### config.mk
export PLATFORM = sky130hd
export DESIGN_NAME = pc_fetch_unit
export DESIGN_NICKNAME = d
export VERILOG_FILES = /design/src/rtl/pc_fetch_unit.sv
export SDC_FILE = /design/constraint.sdc
export NUM_CORES = 1
export LEC_CHECK = 0
export CELL_PAD_IN_SITES_DETAIL_PLACEMENT = 1
export CELL_PAD_IN_SITES_GLOBAL_PLACEMENT = 1
export CORE_UTILIZATION = 35
export DETAILED_ROUTE_END_ITERATION = 7
export PLACE_DENSITY_LB_ADDON = 0.1
export SYNTH_ARGS = -nofsm -noshare
export SYNTH_HDL_FRONTEND = slang
export SYNTH_SLANG_ARGS = --single-unit
### constraint.sdc
create_clock -name clk -period 6.8 [get_ports clk]
set_input_delay 1.02 -clock clk [delete_from_list [all_inputs] [get_ports clk]]
set_output_delay 1.02 -clock clk [all_outputs]
set_load 0.02 [all_outputs]
### src/rtl/pc_fetch_unit.sv
// Fetch stage: owns the PC, drives instruction memory and buffers {pc, inst}
// pairs in a small registered FIFO toward decode, with redirect and misalignment trap.
module pc_fetch_unit #(
    parameter int                    PC_WIDTH    = 32,
    parameter int                    INST_WIDTH  = 32,
    parameter logic [PC_WIDTH-1:0]   RESET_PC    = '0,
    parameter int                    QUEUE_DEPTH = 2
) (
    input  logic                  clk,
    input  logic                  rst,
    output logic [PC_WIDTH-1:0]   imem_pc_o,
    input  logic [INST_WIDTH-1:0] imem_inst_i,
    input  logic                  redirect_valid_i,
    input  logic [PC_WIDTH-1:0]   redirect_pc_i,
    output logic                  out_valid_o,
    input  logic                  out_ready_i,
    output logic [PC_WIDTH-1:0]   out_pc_o,
    output logic [INST_WIDTH-1:0] out_inst_o,
    output logic                  fault_o,
    output logic [PC_WIDTH-1:0]   fault_pc_o
);

    localparam int CW = $clog2(QUEUE_DEPTH + 1);
    localparam logic [CW-1:0] DEPTH_C = CW'(QUEUE_DEPTH);

    typedef enum logic {ST_RUN, ST_FAULT} state_t;

    state_t                  state_q, state_d;
    logic [PC_WIDTH-1:0]     pc_q, pc_d;
    logic [PC_WIDTH-1:0]     fault_pc_q, fault_pc_d;
    logic [CW-1:0]           count_q, count_d;
    logic [PC_WIDTH-1:0]     q_pc_q   [QUEUE_DEPTH];
    logic [PC_WIDTH-1:0]     q_pc_d   [QUEUE_DEPTH];
    logic [INST_WIDTH-1:0]   q_inst_q [QUEUE_DEPTH];
    logic [INST_WIDTH-1:0]   q_inst_d [QUEUE_DEPTH];

    logic          pop;
    logic          push;
    logic          can_push;
    logic [CW-1:0] pop_ext;
    logic [CW-1:0] wr_idx;

    assign out_valid_o = (count_q != '0);
    assign out_pc_o    = out_valid_o ? q_pc_q[0]   : '0;
    assign out_inst_o  = out_valid_o ? q_inst_q[0] : '0;
    assign imem_pc_o   = pc_q;
    assign fault_o     = (state_q == ST_FAULT);
    assign fault_pc_o  = fault_pc_q;

    always_comb begin
        pop        = out_valid_o & out_ready_i;
        pop_ext    = {{(CW-1){1'b0}}, pop};
        can_push   = (state_q == ST_RUN) && ((count_q < DEPTH_C) || pop);
        wr_idx     = count_q - pop_ext;
        state_d    = state_q;
        pc_d       = pc_q;
        fault_pc_d = fault_pc_q;
        count_d    = count_q - pop_ext;
        push       = 1'b0;

        if (redirect_valid_i) begin
            // Flush wins over fetch; a head popped this cycle is still consumed.
            count_d = '0;
            pc_d    = redirect_pc_i;
            if (redirect_pc_i[1:0] != 2'b00) begin
                state_d    = ST_FAULT;
                fault_pc_d = redirect_pc_i;
            end else begin
                state_d = ST_RUN;
            end
        end else if (can_push) begin
            push    = 1'b1;
            pc_d    = pc_q + PC_WIDTH'(4);
            count_d = count_q - pop_ext + CW'(1);
        end

        for (int i = 0; i < QUEUE_DEPTH; i++) begin
            q_pc_d[i]   = q_pc_q[i];
            q_inst_d[i] = q_inst_q[i];
            if (pop && (i < QUEUE_DEPTH - 1)) begin
                q_pc_d[i]   = q_pc_q[i+1];
                q_inst_d[i] = q_inst_q[i+1];
            end
            // Tail slot is computed after the pop shift so push+pop on a full queue works.
            if (push && (wr_idx == CW'(i))) begin
                q_pc_d[i]   = pc_q;
                q_inst_d[i] = imem_inst_i;
            end
        end
    end

    always_ff @(posedge clk or posedge rst) begin
        if (rst) begin
            state_q    <= ST_RUN;
            pc_q       <= RESET_PC;
            fault_pc_q <= '0;
            count_q    <= '0;
            for (int i = 0; i < QUEUE_DEPTH; i++) begin
                q_pc_q[i]   <= '0;
                q_inst_q[i] <= '0;
            end
        end else begin
            state_q    <= state_d;
            pc_q       <= pc_d;
            fault_pc_q <= fault_pc_d;
            count_q    <= count_d;
            for (int i = 0; i < QUEUE_DEPTH; i++) begin
                q_pc_q[i]   <= q_pc_d[i];
                q_inst_q[i] <= q_inst_d[i];
            end
        end
    end

endmodule

* After elaboration in Yosys (flattened, before gate mapping)
Cells that the tools add are included.
** Cells by class
- Bitwise gates (word level) :: 2
- Add/subtract/negate cells :: 3
- Div/mod/pow operators :: 0
- Reduce and logical (&&, ||, !) cells :: 10
- Multipliers :: 0
- Magnitude comparators :: 1
- Shifts and indexed selects :: 0
- Equal/unequal tests :: 1
- Muxes and demuxes :: 13
** Operators by type and width (number)
- $mux 32 :: 8
- $add 32x3->32 const B :: 1
- $reduce_bool 2->1 :: 4
- $mux 2 :: 2
- $logic_and 1x1->1 :: 3
- $mux 1 :: 3
- $add 2x1->2 const B :: 1
- $eq 2x1->1 const B :: 1
- $logic_not 2->1 :: 1
- $lt 2x2->1 const B :: 1
- $reduce_and 2->1 :: 1
- $sub 2x1->2 :: 1
- $and 1x1->1 :: 1
- $logic_or 1x1->1 :: 1
- $not 1->1 :: 1
** Storage, ports and cells
- Word-level logic and storage cells :: 38
- Memories :: 0
- RAM bits :: 0
- Input port bits :: 68
- ROM bits :: 0
- Bits in registers :: 195
- Latch bits :: 0

* Logic depth before layout (Yosys ltp)
- Depth after elaboration :: 8
- Depth in mapped cells :: 13

* Worst setup path after synthesis
No wires, ideal clock.
- Path kind :: input -> register
- Start point :: in out_ready_i
- End point :: reg q_inst_q[0] (netlist bit)
- Cell stages on the path :: 10
- Slack :: 3.623 ns
- Required time :: 6.675 ns
- Arrival :: 3.052 ns
- Library setup time :: 0.125 ns
- Cells stage by stage :: nand2_1 > buf_2 > buf_2 > inv_1 > ha_1 > o21ai_0 > nand2_1 > nor2_1 > buf_2 > mux2_2
** Between the ends
- Longest elaborated chain between the ends :: 6
- Elaborated cells between the ends (all ways) :: 8
- Classes of those cells :: add/sub: 1; eq/ne: 1; mux: 2; bitwise: 1; reduce/logical: 3
** Ends and longest elaborated chain
- start, declared :: RTL line 16 : input logic out_ready_i,
- $and 1x1->1 (*) :: RTL line 51 : pop = out_valid_o & out_ready_i;
- parallel branches: the longest is 4 deep, another holds $sub 2x1->2
- $logic_and 1x1->1 (*) :: RTL line 85 : if (push && (wr_idx == CW'(i))) begin
- end signal, assigned by index :: RTL line 109 : q_inst_q[i] <= q_inst_d[i];
- end, declared :: RTL line 34 : logic [INST_WIDTH-1:0] q_inst_q [QUEUE_DEPTH];
Every way passes the cells marked *.
A chain may end at the register's enable or synchronous reset.

* Worst setup path in the final report
- Start point :: in out_ready_i
- End point :: reg q_pc_q[7] (netlist bit)
** Between the ends
- Longest elaborated chain between the ends :: 6
- Elaborated cells between the ends (all ways) :: 8
- Classes of those cells :: add/sub: 1; eq/ne: 1; mux: 2; bitwise: 1; reduce/logical: 3
** Ends and longest elaborated chain
- $and 1x1->1 (*) :: RTL line 51
- parallel branches: the longest is 4 deep, another holds $sub 2x1->2
- $logic_and 1x1->1 (*) :: RTL line 85
- end signal, assigned by index :: RTL line 108 : q_pc_q[i] <= q_pc_d[i];
- end, declared :: RTL line 32 : logic [PC_WIDTH-1:0] q_pc_q [QUEUE_DEPTH];
Marks and branches as above.

==> results.md <==
Outcome:
- The flow ran to the end, and the final reports show no timing, DRC or antenna violations.

Synth:
- For this run, the leading register cell type out of synthesis is sky130_fd_sc_hd__dfrtp_1.
- Sorting the synthesized cells by area gives the leading types as sky130_fd_sc_hd__dfrtp_1, sky130_fd_sc_hd__mux2_2, sky130_fd_sc_hd__mux2i_1.
- The cell count after synthesis came out at 775.
- The largest total area in the synthesized netlist belongs to sky130_fd_sc_hd__dfrtp_1.
- The most numerous cell in the Yosys netlist is sky130_fd_sc_hd__dfrtp_1.
- The post-synthesis instance area is 8830 µm².
- In this run, distinct cell masters in the synthesized netlist total 32.
- The synthesis warning total is 0.
- The flop and latch count out of synthesis is about 200.
- Of the post-synthesis cell area, the dominant cell type holds 0.553.
- The number of enable-type register cells in the synthesized netlist is 0.
- The average cell area after synthesis is 11.4 µm².
- Counting every net in the synthesized netlist gives 845.
- The share of async-settable or async-resettable flops after synthesis is 1.00.
- After synthesis, the most frequently instantiated cells are sky130_fd_sc_hd__dfrtp_1, sky130_fd_sc_hd__mux2_2, sky130_fd_sc_hd__nor2_1, sky130_fd_sc_hd__and2_1, sky130_fd_sc_hd__mux2i_1.
- The sequential element share of the synthesized area is 0.553.

Clock tree:
- The TritonCTS clock tree is yes.
- The cell sitting at the root of the clock tree is a sky130_fd_sc_hd__clkbuf_16.
- The level count of the clock H-tree is 4.
- The number of buffers inserted during clock tree synthesis is 17.
- The number of cells upsized or downsized after cts is 0.
- The clock edge transition at the registers on the reported setup and hold paths is ~70 ps.
- The tree built by TritonCTS fans out to 195 sinks.
- After clock tree synthesis, the setup repair step added 0 buffers.
- The clock latency on the worst-skew pair is 440 ps.
- The number of buffers on the longest clock path is 2.
- The number of buffers inserted for hold repair after clock tree synthesis is 0.

Floorplanning:
- The floorplan step defined a die boundary enclosing 25900 µm².
- In this run the core area contains 57 standard-cell rows.
- The horizontal die dimension is 161 µm.
- The floorplan step defined a core boundary enclosing between 20000 and 25000 µm².
- approximately 200 I/O pins were placed.
- For this configuration, the core starts out at a cell density of 0.360.
- In this run the vertical extent of the chip is between 150 and 200 µm.

Power:
- The switching component of the power is between 1500 and 2000 µW.
- The maximum ir drop on the vdd rail is 0.163 mV.
- The share of total power dissipated in sequential elements is 0.392.
- The analysis attributes to cell leakage a power of 0.00515 µW.
- Of the total power, the share spent switching nets is 0.337.
- For this design the ratio of total power to cell area is between 300 and 400 nW/µm².
- The design internal power is 3110 µW.
- The share of total power dissipated in combinational logic is 0.379.
- Of the total power, the clock network draws 0.229.

Placement:
- The final weighted congestion of routability-driven global placement is roughly 0.72.
- The count of buffers from port buffering is about 200.
- Once detailed placement completed, the half-perimeter wirelength came to 14900 µm.

Global routing:
- The via count of the first global-routing pass is between 6k and 7k.
- The largest net degree at the start of global routing is between 100 and 150.
- Across every metal layer, demand over resource in global routing totals 0.186.
- The global-route wire length before repair is around 38000 µm.
- Global routing finished with a remaining overflow of 0.
- The initial antenna violation count is 0.

Timing:
- Counting I/O delays and the setup requirement, the final critical path takes 4110 ps.
- For the final database, setup skew stands at 14.1 ps.
- The count of endpoints failing hold in the final timing report is 0.
- Final hold analysis gives a worst-case slack of between 400 and 500 ps.
- The part of the cycle the worst path needs is 0.604.
- Summed over all failing endpoints, the final setup total negative slack is 0 ps.
- The number of setup violations in the final report is 0.
- Headroom to the max-slew limit came out at 0.314.
- Setup repair after global routing left no endpoint under its margin.
- The max-slew violation count was 0.
- For the pin with the worst max-slew slack, the measured transition is between 1000 and 1500 ps.
- The fmax is 243 MHz.

Worst setup path:
- For the worst setup path, the data arrival time is 4420 ps.
- The sort of element at the start of the critical path is an input pin.
- Traced cell by cell, the critical path runs through clkdlybuf4s50_1 -> nand2_4 -> inv_1 -> ha_1 -> o21ai_0 -> nand2_1 -> nor2_4 -> buf_4 -> mux2_2.
- The biggest fanout along the worst timing path is 31.
- The slowest library cell on the worst path is sky130_fd_sc_hd__nor2_4.
- The largest stage delay on the critical path is 720 ps.
- The critical path contains buffers and inverters numbering 3 combined.
- For the worst setup path, the data required time is just over 7000 ps.
- The worst setup path is captured at a register.
- On the critical path the largest part of the delay comes from simple AND/OR/NAND/NOR gates.
- The setup path with the least slack is of type in -> reg.

Drt:
- The detail-routed net length per standard cell is 17.9 µm.
- Using the TritonRoute via totals, the vias-per-cell ratio works out to 4.94.
- For this run, the detailed router's first-pass iteration total came to 4.
- The detailed-route DRC error count is 0.
- The count of nets left with antenna violations once routing finished came out at 0.
- The violation count after the first detailed-route iteration is 227.
- Detailed routing inserted a total of 6374 vias.
- The total detailed-routing wirelength is roughly 23000 µm.

Cells and area:
- The area added between synthesis and finish is 32.9%.
- The layout cell share with drive strength beyond 1 is 0.155.
- 0 antenna diodes ended up in the layout.
- At the end of the flow, the number of nets in the layout was 1022.
- The number of filler instances in the final layout is between 2k and 3k.

Run:
- The max-capacitance violation count is 0.

Hold path:
- The path class of the tightest hold or removal check is reg -> reg.
## routing by layer
layer  wire length, µm  vias up  part of all wire  global-route usage
li1                  -     3016                 -                   -
met1             10800     3204              0.47               0.248
met2             10900      134              0.47               0.301
met3              1250       20             0.054              0.0457
met4               228        0            0.0099              0.0489
met5                 0        -                 0                   0
## worst paths after layout
kind	start	to	slack, ps	cells past startpoint
worst max-delay path	out_ready_i	q_pc_q[7]	2690	9
worst min-delay path	fault_pc_o[1]	fault_pc_o[1]	480	2
worst max register to register	count_q[1]	q_pc_q[7]	3010	9
worst min register to register	fault_pc_o[1]	fault_pc_o[1]	480	2
max in group asynchronous	rst	q_pc_q[21]	4130	3
min in group asynchronous	rst	q_inst_q[49]	1200	2
## stage by stage
stage          cell area (µm²)  instances  utilization  power [µW]  setup WS (ps)
2_1_floorplan             8830        775            -        2940            468
3_3_place_gp             11100       1257        0.453        3630           2200
5_1_grt                  11700       1289        0.478        4990           2400
6_report                 11700       1289        0.478        4690           2690
3_5_place_dp             11100       1257        0.453        3680           2130
4_1_cts                  11700       1289        0.478        4760           2590
## registers in the layout (all words and copies together) (netlist names)
signal,cells
fault_pc_o,32
imem_pc_o,32
count_q,2
q_inst_q,64
fault_o,1
q_pc_q,64
## cell type report
class                      count  area, µm²  area share
sequential                   195       4880       0.416
multi-input combinational    525       3770       0.321
timing repair buffer         206       2030       0.173
clock buffer                  20        447      0.0381
tap                          324        405      0.0345
clock inverter                12        168      0.0143
inverter                       7       33.8     0.00288
## worst min-delay path, cell delays in order, from the launching register on
cell                      delay (ps)
sky130_fd_sc_hd__dfrtp_1         350
sky130_fd_sc_hd__nand2_1          50
sky130_fd_sc_hd__nand2_1          50
## cells in the final DEF, fill, tap and decap left out, drive strengths merged, types with 2 or more instances in the layout
cell / instances
mux2: 95
clkinvlp: 3
and3: 4
nor2: 72
nor3: 4
mux2i: 66
buf: 10
nor4: 5
nand2: 46
nand4: 14
inv: 12
dfrtp: 195
nand3: 13
clkdlybuf4s50: 196
xor2: 25
xnor2: 5
ha: 2
and4: 3
clkbuf: 20
or2: 2
bufinv: 3
a21oi: 64
and2: 66
o21ai: 33
## power by group through the flow
stage	registers (µW)	clock network, µW	logic, µW
6_report	1840	1070	1780
5_1_grt	1900	1140	1950
4_1_cts	1840	1100	1820
3_5_place_dp	1870	0	1810
3_3_place_gp	1850	0	1780
2_1_floorplan	1830	0	1100
## logic make-up (layout without fill, tap and decap cells)
logic type | count (synthesis) | in the layout | share of synthesized area
AOI/OAI and AO/OA | 98 | 98 | 0.0559
xor gates and xnor gates | 30 | 30 | 0.0298
adders and majority gates | 2 | 2 | 0.00283
buffers and inverters | 55 | 245 | 0.0255
DFF | 195 | 195 | 0.553
muxes | 161 | 161 | 0.196
and+or+nand+nor | 234 | 234 | 0.137
Note: power is estimated with default switching activity, not from simulation.
